===== config.mk =====
export PLATFORM = sky130hd
export DESIGN_NAME = rbf_layer_accum_serial
export DESIGN_NICKNAME = d
export VERILOG_FILES = /design/src/rtl/rbf_layer_accum_serial.sv
export SDC_FILE = /design/constraint.sdc
export NUM_CORES = 1
export LEC_CHECK = 0
export ABC_AREA = 1
export CAP_MARGIN = 20
export CELL_PAD_IN_SITES_DETAIL_PLACEMENT = 1
export CELL_PAD_IN_SITES_GLOBAL_PLACEMENT = 2
export CORE_MARGIN = 10
export CORE_UTILIZATION = 32
export DETAILED_ROUTE_END_ITERATION = 8
export GPL_TIMING_DRIVEN = 0
export PLACE_DENSITY = 0.91
export REMOVE_ABC_BUFFERS = 1
export SLEW_MARGIN = 20
export SYNTH_ARGS = -nofsm -noshare
export SYNTH_HDL_FRONTEND = slang
export SYNTH_SLANG_ARGS = --single-unit
export TNS_END_PERCENT = 5

===== constraint.sdc =====
create_clock -name clk -period 2.8 [get_ports clk]
set_input_delay 0.42 -clock clk [delete_from_list [all_inputs] [get_ports clk]]
set_output_delay 0.42 -clock clk [all_outputs]
set_load 0.01 [all_outputs]

===== src/rtl/rbf_layer_accum_serial.sv =====
// Serial-to-parallel accumulator behind the RBF activation block.
// Collects LSB-first N-bit two's-complement words from the (y_in, fbit_in)
// stream, sums M of them, and publishes the full-width and saturated sums
// with a one-cycle valid pulse.
module rbf_layer_accum_serial #(
    parameter int N     = 16,
    parameter int M     = 4,
    parameter int CNT_W = $clog2(M + 2),
    parameter int ACC_W = N + $clog2(M + 1)
) (
    input  logic             clk,
    input  logic             rst,
    input  logic             clear,
    input  logic             y_in,
    input  logic             fbit_in,
    output logic [ACC_W-1:0] sum,
    output logic [N-1:0]     sum_sat,
    output logic             sum_valid,
    output logic             sat_flag,
    output logic             busy,
    output logic             frm_err
);

    localparam int BIT_W = $clog2(N + 1);
    localparam logic signed [ACC_W-1:0] SAT_MAX = ACC_W'((1 << (N - 1)) - 1);
    localparam logic signed [ACC_W-1:0] SAT_MIN = ~SAT_MAX;

    typedef enum logic [1:0] {ST_IDLE, ST_SHIFT, ST_ACC, ST_DONE} state_t;

    state_t                   state, state_next;
    logic [BIT_W-1:0]         bit_cnt;
    logic [N-1:0]             shreg;
    logic signed [ACC_W-1:0]  acc;
    logic signed [ACC_W-1:0]  acc_sum;
    logic [CNT_W-1:0]         word_cnt;
    logic                     last_word;
    logic                     shift_en;
    logic                     start;
    logic                     acc_en;
    logic                     frame_bad;

    // Clip a full-precision sum into the signed N-bit range.
    function automatic logic [N-1:0] sat_word(input logic signed [ACC_W-1:0] v);
        if (v > SAT_MAX)
            return SAT_MAX[N-1:0];
        else if (v < SAT_MIN)
            return SAT_MIN[N-1:0];
        else
            return v[N-1:0];
    endfunction

    function automatic logic sat_hit(input logic signed [ACC_W-1:0] v);
        return (v > SAT_MAX) || (v < SAT_MIN);
    endfunction

    // The completed word sits in shreg during ST_ACC; add it sign-extended.
    assign acc_sum   = acc + $signed({{(ACC_W - N){shreg[N-1]}}, shreg});
    assign last_word = (word_cnt == CNT_W'(M - 1));
    assign busy      = (state == ST_SHIFT) || (state == ST_ACC) || (word_cnt != '0);

    // State register.
    always_ff @(posedge clk) begin
        if (!rst)
            state <= ST_IDLE;
        else
            state <= state_next;
    end

    // Next-state and datapath strobes; clear overrides any frame start.
    always_comb begin
        state_next = state;
        shift_en   = 1'b0;
        start      = 1'b0;
        acc_en     = 1'b0;
        frame_bad  = 1'b0;
        if (clear) begin
            state_next = ST_IDLE;
        end else begin
            case (state)
                ST_IDLE, ST_DONE: begin
                    if (fbit_in) begin
                        shift_en   = 1'b1;
                        start      = 1'b1;
                        state_next = ST_SHIFT;
                    end
                end
                ST_SHIFT: begin
                    shift_en = 1'b1;
                    if (fbit_in) begin
                        // New frame mid-word: restart capture on this bit.
                        start     = 1'b1;
                        frame_bad = 1'b1;
                    end else if (bit_cnt == BIT_W'(N - 1)) begin
                        state_next = ST_ACC;
                    end
                end
                ST_ACC: begin
                    acc_en = 1'b1;
                    if (fbit_in) begin
                        // Back-to-back word: capture its bit 0 now, skip ST_DONE.
                        shift_en   = 1'b1;
                        start      = 1'b1;
                        state_next = ST_SHIFT;
                    end else begin
                        state_next = last_word ? ST_DONE : ST_IDLE;
                    end
                end
                default: state_next = ST_IDLE;
            endcase
        end
    end

    // Deserializer, accumulator and result registers.
    always_ff @(posedge clk) begin
        if (!rst) begin
            bit_cnt   <= '0;
            shreg     <= '0;
            acc       <= '0;
            word_cnt  <= '0;
            sum       <= '0;
            sum_sat   <= '0;
            sat_flag  <= 1'b0;
            sum_valid <= 1'b0;
            frm_err   <= 1'b0;
        end else begin
            sum_valid <= 1'b0;
            if (clear) begin
                bit_cnt  <= '0;
                acc      <= '0;
                word_cnt <= '0;
                frm_err  <= 1'b0;
            end else begin
                if (shift_en) begin
                    shreg   <= {y_in, shreg[N-1:1]};
                    bit_cnt <= start ? BIT_W'(1) : bit_cnt + BIT_W'(1);
                end
                if (frame_bad)
                    frm_err <= 1'b1;
                if (acc_en) begin
                    if (last_word) begin
                        sum       <= acc_sum;
                        sum_sat   <= sat_word(acc_sum);
                        sat_flag  <= sat_hit(acc_sum);
                        sum_valid <= 1'b1;
                        acc       <= '0;
                        word_cnt  <= '0;
                    end else begin
                        acc      <= acc_sum;
                        word_cnt <= word_cnt + CNT_W'(1);
                    end
                end
            end
        end
    end

endmodule


==> results.cfg <==
[worst_setup_path]
crit_slowest_cell = fa_1
cp_cell_sequence = ha_1 -> fa_1 -> nand2_1 -> nand3_1 -> nand3_1 -> nand2_1 -> nand2_1 -> nand3b_1 -> nand2_2 -> nor2_2 -> a21oi_4 -> nor2_1 -> nor2_1 -> nor2_1
end_kind = flop
critPathArrivalTime_ns = 2.75
critPathLaunchType = flop
crit_required_ns = 3.00
cpPeakStageDelay_ns = 0.47
path_class = flop to flop
critPathTopFamily = simple AND/OR/NAND/NOR gates
path_max_fanout = 8
critPathBufInv = 0

[sta]
worstMarginPinSlew_ns = 0.7475
hold_violations = 0
rsz0062_at_grt = false
timing.final.crit_share_pct = 91.17
fin_skew_ns = 0.008816
final-setup-viol-count = 0
relSlewSlack_pct = 50.16
fmax_mhz = 391.7
period_needed_ns = 2.553
slew_violations = 0

[power_and_ir_drop]
intPower_mw = 1.858
swShare_pct = 25.91
p_comb_share_pct = 7.6
cellPowerDensity_nw_per_um2 = 485.1
vdd_drop_max_mv = 0.2652
p_clk_share_pct = 43.9
p_total_mw = 2.507
power_leakage_nw = 2.261
seq_power_share_pct = 48.5
p_sw_uw = 649.7

[logic_synthesis]
synth_sequential_area_ratio_pct = 38.65
synth_edf_count = 0
synthFlopType = dfxtp_1
yosys-top-cells-area = dfxtp_1 (39%), nand2_1 (15%), a21oi_1 (8.1%), ha_1 (7.0%), inv_1 (5.8%)
ys_ff_latch = 83
yosys.area.top_type = dfxtp_1
synth_area_um2 = 4299
synthArstFlopShare_pct = 0
syn_inst = 615
yosysMostFrequentCell = nand2_1
ys_types = 37
synth_top_area_share_pct = 38.65
syn_avg_cell_area_um2 = 6.990
synth_commonest_cells = nand2_1 (169), dfxtp_1 (83), a21oi_1 (70)
yosysWarnings = 0

[global_routing]
antenna_found_initial = 0
overflow = 0
grt_max_degree = 40
grt_pass1_vias = 4068
grt_use_total_pct = 13.56
grt_pass1_wl_um = 20230

[run]
drv_cap = 0

[floorplan]
row_count = 42
pin_count = 44
die_w_um = 135.9
die_h_um = 135.9
core_um2 = 13190
start_util_pct = 32.59
die-area_um2 = 18470

[place]
port_buffers = 43
gp_congestion = 0.8352
dpl.hpwl_um = 9109
dp_cells = 815

[drt]
drtAntennaViolNets = 0
viasPerCell = 4.817
vias = 4003
dr.first_iter.drc_count = 130
drc = 0
firstDrtPassIters = 5
routed_wirelength_um = 12080
post_drt_wl_per_cell_um = 14.53

[layout]
final_cell_count_no_fill = 831
drive_gt1_share_pct = 7.634
utilization_pct = 39.19
diodes = 0
register_area_um2 = 1662
n_fill_cell = 1663
final_nets = 680
areaGrowthSynthToFinish_pct = 20.23
multi_input_area_um2 = 2290

[clock_network]
cts_tree = yes
clkTransAtPathRegs_ns = 0.06
cts.sinks = 83
worstSkewPairLatency_ns = 0.35
ctsLongestPathBuffers = 2
root_buffer = clkbuf_16
cts_inserted_buffers = 9
cts_max_level = 3

[status]
status = finished, final reports clean

[worst_hold_path]
min_path_type = flop to flop
[routing by layer]
metal  share of wire [%]  wire length (um)  vias to the layer above  GRT usage (%)
met1                  47              5680                     1894          16.64
met4                 2.2               269                        0          6.154
met5                   0                 0                        -              0
li1                    -                 -                     2040              -
met2                  47              5690                       52          22.60
met3                 3.6               436                       17          2.435
[cell type report]
class,count,share of cell area [%]
Multi-Input combinational cell,439,44.30
Timing Repair Buffer,45,8.666
Inverter,72,5.374
Sequential cell,83,32.15
Clock buffer,10,4.430
Tap cell,176,4.260
Clock inverter,6,0.8230
[sequential cells by signal (all words and copies together) (netlist names)]
register / count
sat_flag: 1
shreg: 16
sum: 19
sum_valid: 1
sum_sat: 16
word_cnt: 3
bit_cnt: 5
frm_err: 1
state: 2
acc: 19
[logic make-up after synthesis]
| logic type | after synthesis | share of synthesized area, % |
|---|---|---|
| AOI/OAI and AO/OA | 111 | 14.26 |
| buffers and inverters | 93 | 8.353 |
| adders and majority gates | 25 | 7.451 |
| and+or+nand+nor | 289 | 28.43 |
| DFF | 83 | 38.65 |
| xor gates and xnor gates | 14 | 2.852 |
[power by group through the flow]
stage	combinational (mW)	clock, mW	sequential [mW]
3_5_place_dp	0.191	0	1.24
5_1_grt	0.214	1.18	1.22
6_report	0.190	1.10	1.21
4_1_cts	0.192	1.14	1.22
2_1_floorplan	0.127	0	1.24
3_3_place_gp	0.183	0	1.24
[per-stage QoR]
step / setup TNS [ns] / instance area [um2] / hold WS, ns / worst slack [ns]
after floorplan: 0 / 4210 / 0.4124 / 0.2908
after CTS: 0 / 5166 / 0.4669 / 0.07076
after detailed placement: -33.51 / 4890 / 0.4557 / -1.048
after global placement: -54.23 / 4861 / 0.4258 / -1.423
final: 0 / 5169 / 0.4636 / 0.2473
after global routing: 0 / 5169 / 0.4790 / 0.01072
[path summary, 6_finish.rpt]
| kind | startpoint | to | slack (ns) | depth (start not counted) |
|---|---|---|---|---|
| worst max-delay path | shreg[0] | sum_sat[3] | 0.25 | 14 |
| worst min-delay path | bit_cnt[2] | bit_cnt[2] | 0.46 | 1 |
| worst max register to register | shreg[0] | sum_sat[3] | 0.25 | 14 |
| worst min register to register | bit_cnt[2] | bit_cnt[2] | 0.46 | 1 |
[cells in the final DEF, fill, tap and decap left out, types with 2 or more instances in the layout]
cell type          n
nand2_1          169
dfxtp_1           83
a21oi_1           69
inv_1             65
nor2_1            65
clkdlybuf4s50_1   42
ha_1              24
o21ai_0           23
nand3_1           22
nand2_2           10
xor2_1             9
clkbuf_16          9
a211oi_1           8
xnor2_1            5
nor3_1             4
nor2_2             4
inv_2              4
nand3_2            3
nor4_1             3
clkinv_2           3
clkinvlp_4         3
or2_1              2
nand3b_1           2
nand2_4            2
a31oi_1            2
a21oi_2            2
clkinv_4           2
buf_6              2
[repair_timing]
action,4_1_cts,5_1_grt
setup buffers,0,0
gates resized for setup,3,5
hold buffers,0,0
endpoints found under the setup margin,40,40
Power figures use the tool's default switching activity.
